File: config.mk
export PLATFORM = sky130hd
export DESIGN_NAME = pipe_ctrl
export DESIGN_NICKNAME = d
export VERILOG_FILES = /design/src/rtl/pipe_ctrl_pkg.sv /design/src/rtl/pipe_ctrl_timer.sv /design/src/rtl/pipe_ctrl.sv
export SDC_FILE = /design/constraint.sdc
export NUM_CORES = 1
export LEC_CHECK = 0
export CORE_ASPECT_RATIO = 0.9
export CORE_MARGIN = 4
export CORE_UTILIZATION = 43
export CTS_CLUSTER_SIZE = 20
export DETAILED_ROUTE_END_ITERATION = 8
export PLACE_DENSITY_LB_ADDON = 0.1
export SLEW_MARGIN = 20
export SYNTH_ARGS = -nofsm -noshare
export SYNTH_HDL_FRONTEND = slang
export SYNTH_HIERARCHICAL = 1
export SYNTH_SLANG_ARGS = --single-unit
File: constraint.sdc
create_clock -name clk -period 2.55 [get_ports clk]
set_clock_uncertainty 0.15 [all_clocks]
set_input_delay 0.3825 -clock clk [delete_from_list [all_inputs] [get_ports clk]]
set_output_delay 0.3825 -clock clk [all_outputs]
set_load 0.02 [all_outputs]
File: src/rtl/pipe_ctrl_pkg.sv
// pipe_ctrl_pkg: shared FSM encodings and defaults for the pipeline controller.
package pipe_ctrl_pkg;
  typedef logic [1:0] state_t;
  localparam state_t IDLE = 2'd0;
  localparam state_t DIV_WAIT = 2'd1;
  localparam state_t REPLAY = 2'd2;
  localparam int DefAddrWidth = 32;
  localparam logic [DefAddrWidth-1:0] ZeroWord = '0;
endpackage

File: src/rtl/pipe_ctrl_timer.sv
// pipe_ctrl_timer: divide-wait timeout counter and saturating stall counter.
module pipe_ctrl_timer
  import pipe_ctrl_pkg::*;
#(
  parameter int TimeoutCycles = 64,
  parameter int CntWidth = 16
) (
  input  logic                clk,
  input  logic                rst,
  input  logic                clr_i,
  input  logic                wait_i,
  output logic                tmo_o,
  output logic [CntWidth-1:0] stall_cnt_o
);
  localparam int TW = $clog2(TimeoutCycles) + 1;
  logic [TW-1:0] tmo_q, tmo_d;
  logic [CntWidth-1:0] stall_q, stall_d;
  always_comb begin
    tmo_d = clr_i ? '0 : wait_i ? tmo_q + 1'b1 : tmo_q;
    stall_d = wait_i ? stall_q + {{(CntWidth-1){1'b0}}, ~&stall_q} : stall_q;
  end
  always_ff @(posedge clk or negedge rst) begin
    if (!rst) begin
      tmo_q <= '0;
      stall_q <= '0;
    end else begin
      tmo_q <= tmo_d;
      stall_q <= stall_d;
    end
  end
  assign tmo_o = tmo_q == TW'(TimeoutCycles - 1);
  assign stall_cnt_o = stall_q;
endmodule

File: src/rtl/pipe_ctrl.sv
// pipe_ctrl: pipeline hazard/redirect controller with multi-cycle divide stall and replay.
module pipe_ctrl
  import pipe_ctrl_pkg::*;
#(
  parameter int AddrWidth = DefAddrWidth,
  parameter int TimeoutCycles = 64,
  parameter int CntWidth = 16
) (
  input  logic                 clk,
  input  logic                 rst,
  input  logic                 jump_i,
  input  logic [AddrWidth-1:0] jump_addr_i,
  input  logic                 load_use_i,
  input  logic [AddrWidth-1:0] id_pc_i,
  input  logic                 div_start_i,
  input  logic                 div_done_i,
  input  logic [AddrWidth-1:0] ex_pc_i,
  output logic                 jump_flag_o,
  output logic [AddrWidth-1:0] jump_addr_o,
  output logic                 pc_hold_o,
  output logic                 if_id_flush_o,
  output logic                 id_ex_flush_o,
  output logic                 err_o,
  output logic [CntWidth-1:0]  stall_cnt_o
);
  state_t state_q, state_d;
  logic [AddrWidth-1:0] resume_q, resume_d;
  logic err_q, err_d;
  logic idle, waiting, replay, start, load, tmo;
  pipe_ctrl_timer #(.TimeoutCycles(TimeoutCycles), .CntWidth(CntWidth)) u_timer (
    .clk        (clk),
    .rst        (rst),
    .clr_i      (start),
    .wait_i     (waiting),
    .tmo_o      (tmo),
    .stall_cnt_o(stall_cnt_o)
  );
  always_comb begin
    idle = state_q == IDLE;
    waiting = state_q == DIV_WAIT;
    replay = state_q == REPLAY;
    start = idle & ~jump_i & div_start_i;
    load = idle & ~jump_i & ~div_start_i & load_use_i;
    jump_flag_o = replay | (idle & jump_i) | load;
    jump_addr_o = replay ? resume_q : (idle & jump_i) ? jump_addr_i : load ? id_pc_i : '0;
    pc_hold_o = waiting | start;
    if_id_flush_o = ~idle | jump_i | div_start_i | load_use_i;
    id_ex_flush_o = if_id_flush_o;
    state_d = (start | (waiting & ~div_done_i & ~tmo)) ? DIV_WAIT : waiting ? REPLAY : IDLE;
    resume_d = start ? ex_pc_i + AddrWidth'(4) : resume_q;
    err_d = err_q | (waiting & tmo & ~div_done_i);
  end
  always_ff @(posedge clk or negedge rst) begin
    if (!rst) begin
      state_q <= IDLE;
      resume_q <= '0;
      err_q <= 1'b0;
    end else begin
      state_q <= state_d;
      resume_q <= resume_d;
      err_q <= err_d;
    end
  end
  assign err_o = err_q;
endmodule

# ---- Word level (Yosys, flattened, before mapping)
# Index checks and enable logic that the tools add are counted.
dict set report totals {
  register_bits 58
  latch_bits 0
  mem_bits_rw 0
  rom_bits 0
  memories 0
}
dict set report classes {
  add_sub_neg 3
  mul 0
  n_div 0
  n_lt_le_gt_ge 0
  n_eq_ne 3
  shift 0
  mux 7
  n_bitwise 22
  reduce_logical 4
}
# op count
set op_table {}
lappend op_table {{$mux 32} 3}
lappend op_table {{$add 32x3->32 const B} 1}
lappend op_table {{$add 16x1->16} 1}
lappend op_table {{$reduce_and 16->1} 1}
lappend op_table {{$mux 7} 2}
lappend op_table {{$and 1x1->1} 9}
lappend op_table {{$or 1x1->1} 8}
lappend op_table {{$add 7x1->7 const B} 1}
lappend op_table {{$eq 7x6->1 const B} 1}
lappend op_table {{$not 1->1} 5}
lappend op_table {{$mux 2} 2}
lappend op_table {{$eq 2x1->1 const B} 1}
lappend op_table {{$eq 2x2->1 const B} 1}
lappend op_table {{$logic_not 2->1} 1}
lappend op_table {{$reduce_bool 2->1} 1}
lappend op_table {{$logic_not 1->1} 1}

# ---- Depth between registers and ports, before layout
# Gate-level depths: netlist (run 1).
dict set report logic_depth {
  depth_word 7
  depth_mapped 8
  mapped_depth_nobuf 8
}

# ---- By module
# The synthesis (run 1) kept the hierarchy.
# module instances cells_each area_per_inst_um2 seq_area_each_um2
set by_module_without_submodules {}
lappend by_module_without_submodules {pipe_ctrl 1 332 2503.7 875.8}
lappend by_module_without_submodules {pipe_ctrl_timer 1 98 1153.6 575.6}

# ---- Worst setup path before layout (run 1)
# Ideal clock, no wire load.
dict set report synth_timing {
  path_kind {register to output}
  startpoint {reg state_q[0]}
  endpoint {out jump_addr_o[21]}
  arrival_time_ns 1.740
  required_ns 2.017
  setup_slack_ns 0.278
  path_stages_with_launch 6
  path_cell_list {dfrtp_1 clkbuf_1 nor4_1 clkbuf_1 nand2_1 a21oi_1}
}
dict set report synth_via {
  elab_chain_cells 7
  word_cells_on_any_way 9
  cone_classes {1 x eq/ne; 3 x mux; 4 x bitwise; 1 x reduce/logical}
}
# item line
set synth_rtl {}
lappend synth_rtl {{start: declaration} pipe_ctrl.sv:26} ;# state_t state_q, state_d;
lappend synth_rtl {{start signal: assignment} pipe_ctrl.sv:59} ;# state_q <= state_d;
lappend synth_rtl {{$logic_not 2->1} pipe_ctrl.sv:39} ;# idle = state_q == IDLE;
lappend synth_rtl {{$and 1x1->1 (3 in series)} pipe_ctrl.sv:43} ;# load = idle & ~jump_i & ~div_start_i & load_use_i;
lappend synth_rtl {{$mux 32 (2 in series)} pipe_ctrl.sv:45} ;# jump_addr_o = replay ? resume_q : (idle & jump_i) ? jump_addr_i : load ? id_pc_i : '0;
lappend synth_rtl {{$mux 32 (*)} pipe_ctrl.sv:45}
lappend synth_rtl {{end: declaration} pipe_ctrl.sv:19} ;# output logic [AddrWidth-1:0] jump_addr_o,
# Mark *: on every way between the ends. The rest lies on a longest branch, timed or not.

# ---- Worst setup path in the final report (run 1)
dict set report layout_timing {
  startpoint {in ex_pc_i[3]}
  endpoint {reg resume_q[30]}
}
dict set report layout_via {
  elab_chain_cells 1
}
# item line
set layout_rtl {}
lappend layout_rtl {{start: declaration} pipe_ctrl.sv:17} ;# input logic [AddrWidth-1:0] ex_pc_i,
lappend layout_rtl {{$add 32x3->32} pipe_ctrl.sv:50} ;# resume_d = start ? ex_pc_i + AddrWidth'(4) : resume_q;
lappend layout_rtl {{end signal: assignment} pipe_ctrl.sv:60} ;# resume_q <= resume_d;
lappend layout_rtl {{end: declaration} pipe_ctrl.sv:27} ;# logic [AddrWidth-1:0] resume_q, resume_d;
# No other way between the ends.
# A chain may end at the register's enable or synchronous reset.

==> results of run 1 <==
## what timing repair did
item | CTS | global route
resized for setup | 146 | 6
hold buffers | 1 | 0
hold endpoints to repair | 25 | 0
endpoints found under the setup margin | 32 | 24
pin swaps | 3 | 2
cloned | 1 | 1
setup buffers | 4 | 0
## power groups by stage
stage	logic (W)	clock network (W)	registers [W]
2_1_floorplan	0.000526	0	0.00133
3_3_place_gp	0.00115	0	0.00132
3_5_place_dp	0.00118	0	0.00133
4_1_cts	0.00114	0.000972	0.00132
5_1_grt	0.00125	0.00102	0.00135
6_report	0.00114	0.000957	0.00132
## routing by layer
layer  wire, um  part of all wire, %
met1       5370                   44
met2       5750                   47
met3        973                  7.9
met4        186                  1.5
met5          0                    0
## worst reg2reg max path: stages, from the launching register on
cell and delay, ns:
dfrtp_1 0.49, nand3_2 0.20, nor4_1 0.33, nand2_1 0.09, ha_1 0.23, ha_1 0.24, nand4_4 0.13, nor3_1 0.08
xor2_1 0.14
## cells by family after synthesis
logic type,share of synthesized area (%)
flip-flops,39.7
adder cells (fa/ha/maj),1.37
AND/OR/NAND/NOR,28.6
XOR/XNOR,7.18
multiplexers,0.889
buffers and inverters,5.30
AO/OA/AOI/OAI,17.0
## state kept, by name (all words and copies together), names as in the netlist
register,count
u_timer/stall_cnt_o,16
err_o,1
u_timer/tmo_q,7
resume_q,32
state_q,2
## cells in the final DEF (no fill, tap or decap), types with 5 or more instances in the layout
cell type        instances
a21oi_1                 17
or4_1                    5
nand3_1                 16
or3_1                    8
and3_1                   5
o21ai_0                 40
nand2_1                 58
xor2_1                  18
clkdlybuf4s50_1        117
inv_1                   22
dfrtp_1                 58
buf_12                   5
nand4_1                 17
buf_4                   54
a222oi_1                16
buf_2                   27
clkbuf_8                10
nor2_1                  47
a31oi_1                 15
xnor2_1                 12
## worst paths after layout
kind                                        startpoint                endpoint  slack [ns]  cells past startpoint
worst max-delay path                        ex_pc_i[3]            resume_q[30]        0.10                      6
worst min-delay path                             err_o                   err_o        0.33                      1
min in group asynchronous                          rst            resume_q[18]        0.46                      2
max in group asynchronous                          rst        u_timer/tmo_q[0]        1.19                      3
worst min register to register                   err_o                   err_o        0.33                      1
worst max register to register  u_timer/stall_cnt_o[4]  u_timer/stall_cnt_o[8]        0.34                      8
## per-stage QoR
| stage | hold WS (ns) | util [%] | area [sq um] | power [W] | cells |
|---|---|---|---|---|---|
| after floorplan | -0.0631 | - | 3660 | 0.00185 | 430 |
| after global placement | 0.284 | 69.5 | 5680 | 0.00247 | 728 |
| after detailed placement | 0.289 | 69.5 | 5680 | 0.00251 | 728 |
| after CTS | 0.332 | 71.5 | 5850 | 0.00343 | 750 |
| after global routing | 0.360 | 72.1 | 5900 | 0.00362 | 751 |
| final | 0.327 | 72.1 | 5900 | 0.00341 | 751 |
## Yosys cell counts (2+ instances only)
cell type,count
dfrtp_1,58
nand2_1,58
nor2_1,47
o21ai_0,40
inv_1,22
a21oi_1,19
xor2_1,18
nand4_1,17
a222oi_1,16
clkbuf_1,16
nand3_1,16
a31oi_1,15
xnor2_1,12
or3_1,8
and3_1,5
or4_1,5
ha_1,4
nand4_4,4
nor3_1,4
nor4_2,4
o31ai_1,4
buf_4,3
nand2b_1,3
nor4_1,3
or3_2,3
and4_1,2
buf_2,2
mux2_2,2
nor3b_1,2
o41ai_1,2
or4_4,2
or4b_2,2
## area by class of cell
| type | count | area [sq um] | share of cell area, % |
|---|---|---|---|
| clock inverters | 6 | 90.1 | 1.53 |
| clock buffers | 10 | 138 | 2.33 |
| flip-flops and latches | 58 | 1450 | 24.6 |
| repair buffers | 213 | 1940 | 32.9 |
| well taps | 115 | 144 | 2.44 |
| inverters | 23 | 86.3 | 1.46 |
| multi-input cells | 326 | 2050 | 34.8 |
==> impl_metrics.py, run 1 <==
metrics = {
    "status": {
        "status": "finished clean",
    },
    "power": {
        "vdd_ir_drop_max_uv": 296,
        "powerDensity_nw_per_um2": 579,
        "p_switching_w": 0.00116,
        "p_int_w": 0.00226,
        "p_leak_nw": 2.60,
        "pwr-share-clk_pct": 28.0,
        "p_seq_share_pct": 38.6,
        "switching_share_pct": 33.9,
        "pwr-share-comb_pct": 33.4,
    },
    "synth": {
        "synth_async_sr_flop_share_pct": 100,
        "seq_area_frac_synth_pct": 39.7,
        "yosys_warnings": 6,
        "synth_nets": 536,
        "synthFlopType": "dfrtp_1",
        "postSynthAreaPerCell_sq_um": 8.51,
        "netlist_instances": 430,
        "synth_edf_count": 0,
        "synth_cell_types": 44,
        "yosysTopAreaCell": "dfrtp_1",
        "netlist_area_sq_um": 3660,
        "synth_top_area_share_pct": 39.7,
        "synth-seq-cells": 58,
        "synth_area_leaders": "dfrtp_1, nand2_1, o21ai_0",
    },
    "clock_tree": {
        "cts.clk_slew.worst_paths_ns": 0.07,
        "ctsHtreeMaxLevel": 3,
        "clock_path_buffers": 2,
        "root_buffer": "clkbuf_8",
        "cts_buffers": 9,
        "cts_tree": "built",
        "insertion_delay_ns": 0.33,
        "cts.sinks": 58,
    },
    "setup_path": {
        "cp.arrival_ns": 2.55,
        "path_buf_inv": 1,
        "path_cells": "clkdlybuf4s50_1, ha_1, nand3_1, or4_4, or4b_2, a31oi_1",
        "cp-start-kind": "primary input",
        "critPathSlowestCell": "or4b_2",
        "cpPeakStageDelay_ns": 0.62,
        "worstSetupEndpointType": "register",
        "worstPathRequired_ns": 2.65,
        "criticalPathCategory": "primary input to register",
        "cp_top_family": "simple AND/OR/NAND/NOR gates",
        "cp_max_fo": 6,
    },
    "timing": {
        "rsz0062_at_grt": "no",
        "slew_viol_final": 0,
        "finalCriticalPeriod_ns": 2.45,
        "timing.final.ws_setup_ns": 0.104,
        "max_freq_ghz": 0.409,
        "post-route-period-util_pct": 95.9,
        "setup_viol": 0,
        "slew_headroom_pct": 58.1,
        "timing.final.hold_violations": 0,
        "tightest_slew_ns": 0.629,
        "setup-tns-final_ns": 0,
    },
    "global_route": {
        "grt_max_degree": 34,
        "grt_util_met3_pct": 5.69,
        "met2_usage_pct": 40.2,
        "grt_pass1_vias": 4083,
        "grt.busiest_layer": "met2",
        "overflow": 0,
        "gr-usage-all-layers_pct": 24.7,
        "grt_use_met1_pct": 33.1,
        "antenna_found_initial": 0,
        "grt_pass1_wl_mm": 19.9,
    },
    "die": {
        "die_h_um": 95.5,
        "pin_count": 155,
        "dieArea_sq_um": 10000,
        "core-area_sq_um": 8180,
        "die_w_um": 105,
        "start_util_pct": 44.7,
        "rows": 31,
    },
    "place": {
        "dp_hpwl_mm": 9.27,
        "place_congestion": 0.837,
        "preCtsSetupSlack_ns": -0.350,
        "portBuffers": 154,
    },
    "cells_and_area": {
        "syn_to_final_growth_pct": 61.2,
        "diodes": 0,
        "nFillCells": 646,
        "nets": 737,
        "layout-drive-gt1-share_pct": 21.2,
    },
    "detailed_routing": {
        "ant_nets": 0,
        "drt-pass1-iter-count": 5,
        "vias": 4109,
        "wl_per_cell_um": 16.4,
        "first_iter_violations": 232,
        "drcViolationCount": 0,
        "drt-total-wl_mm": 12.3,
        "vias_per_cell": 5.47,
    },
    "worst_hold_path": {
        "hold_path_class": "register to register",
    },
    "flow_run": {
        "max_cap_violations": 0,
    },
}
Power figures use the tool's default switching activity.
==> run 2, diff against run 1 <==
- GPL_TIMING_DRIVEN: not set -> 1
==> results of run 2 <==
Same layout as run 1: the final DEF is identical, and so are final timing and power.
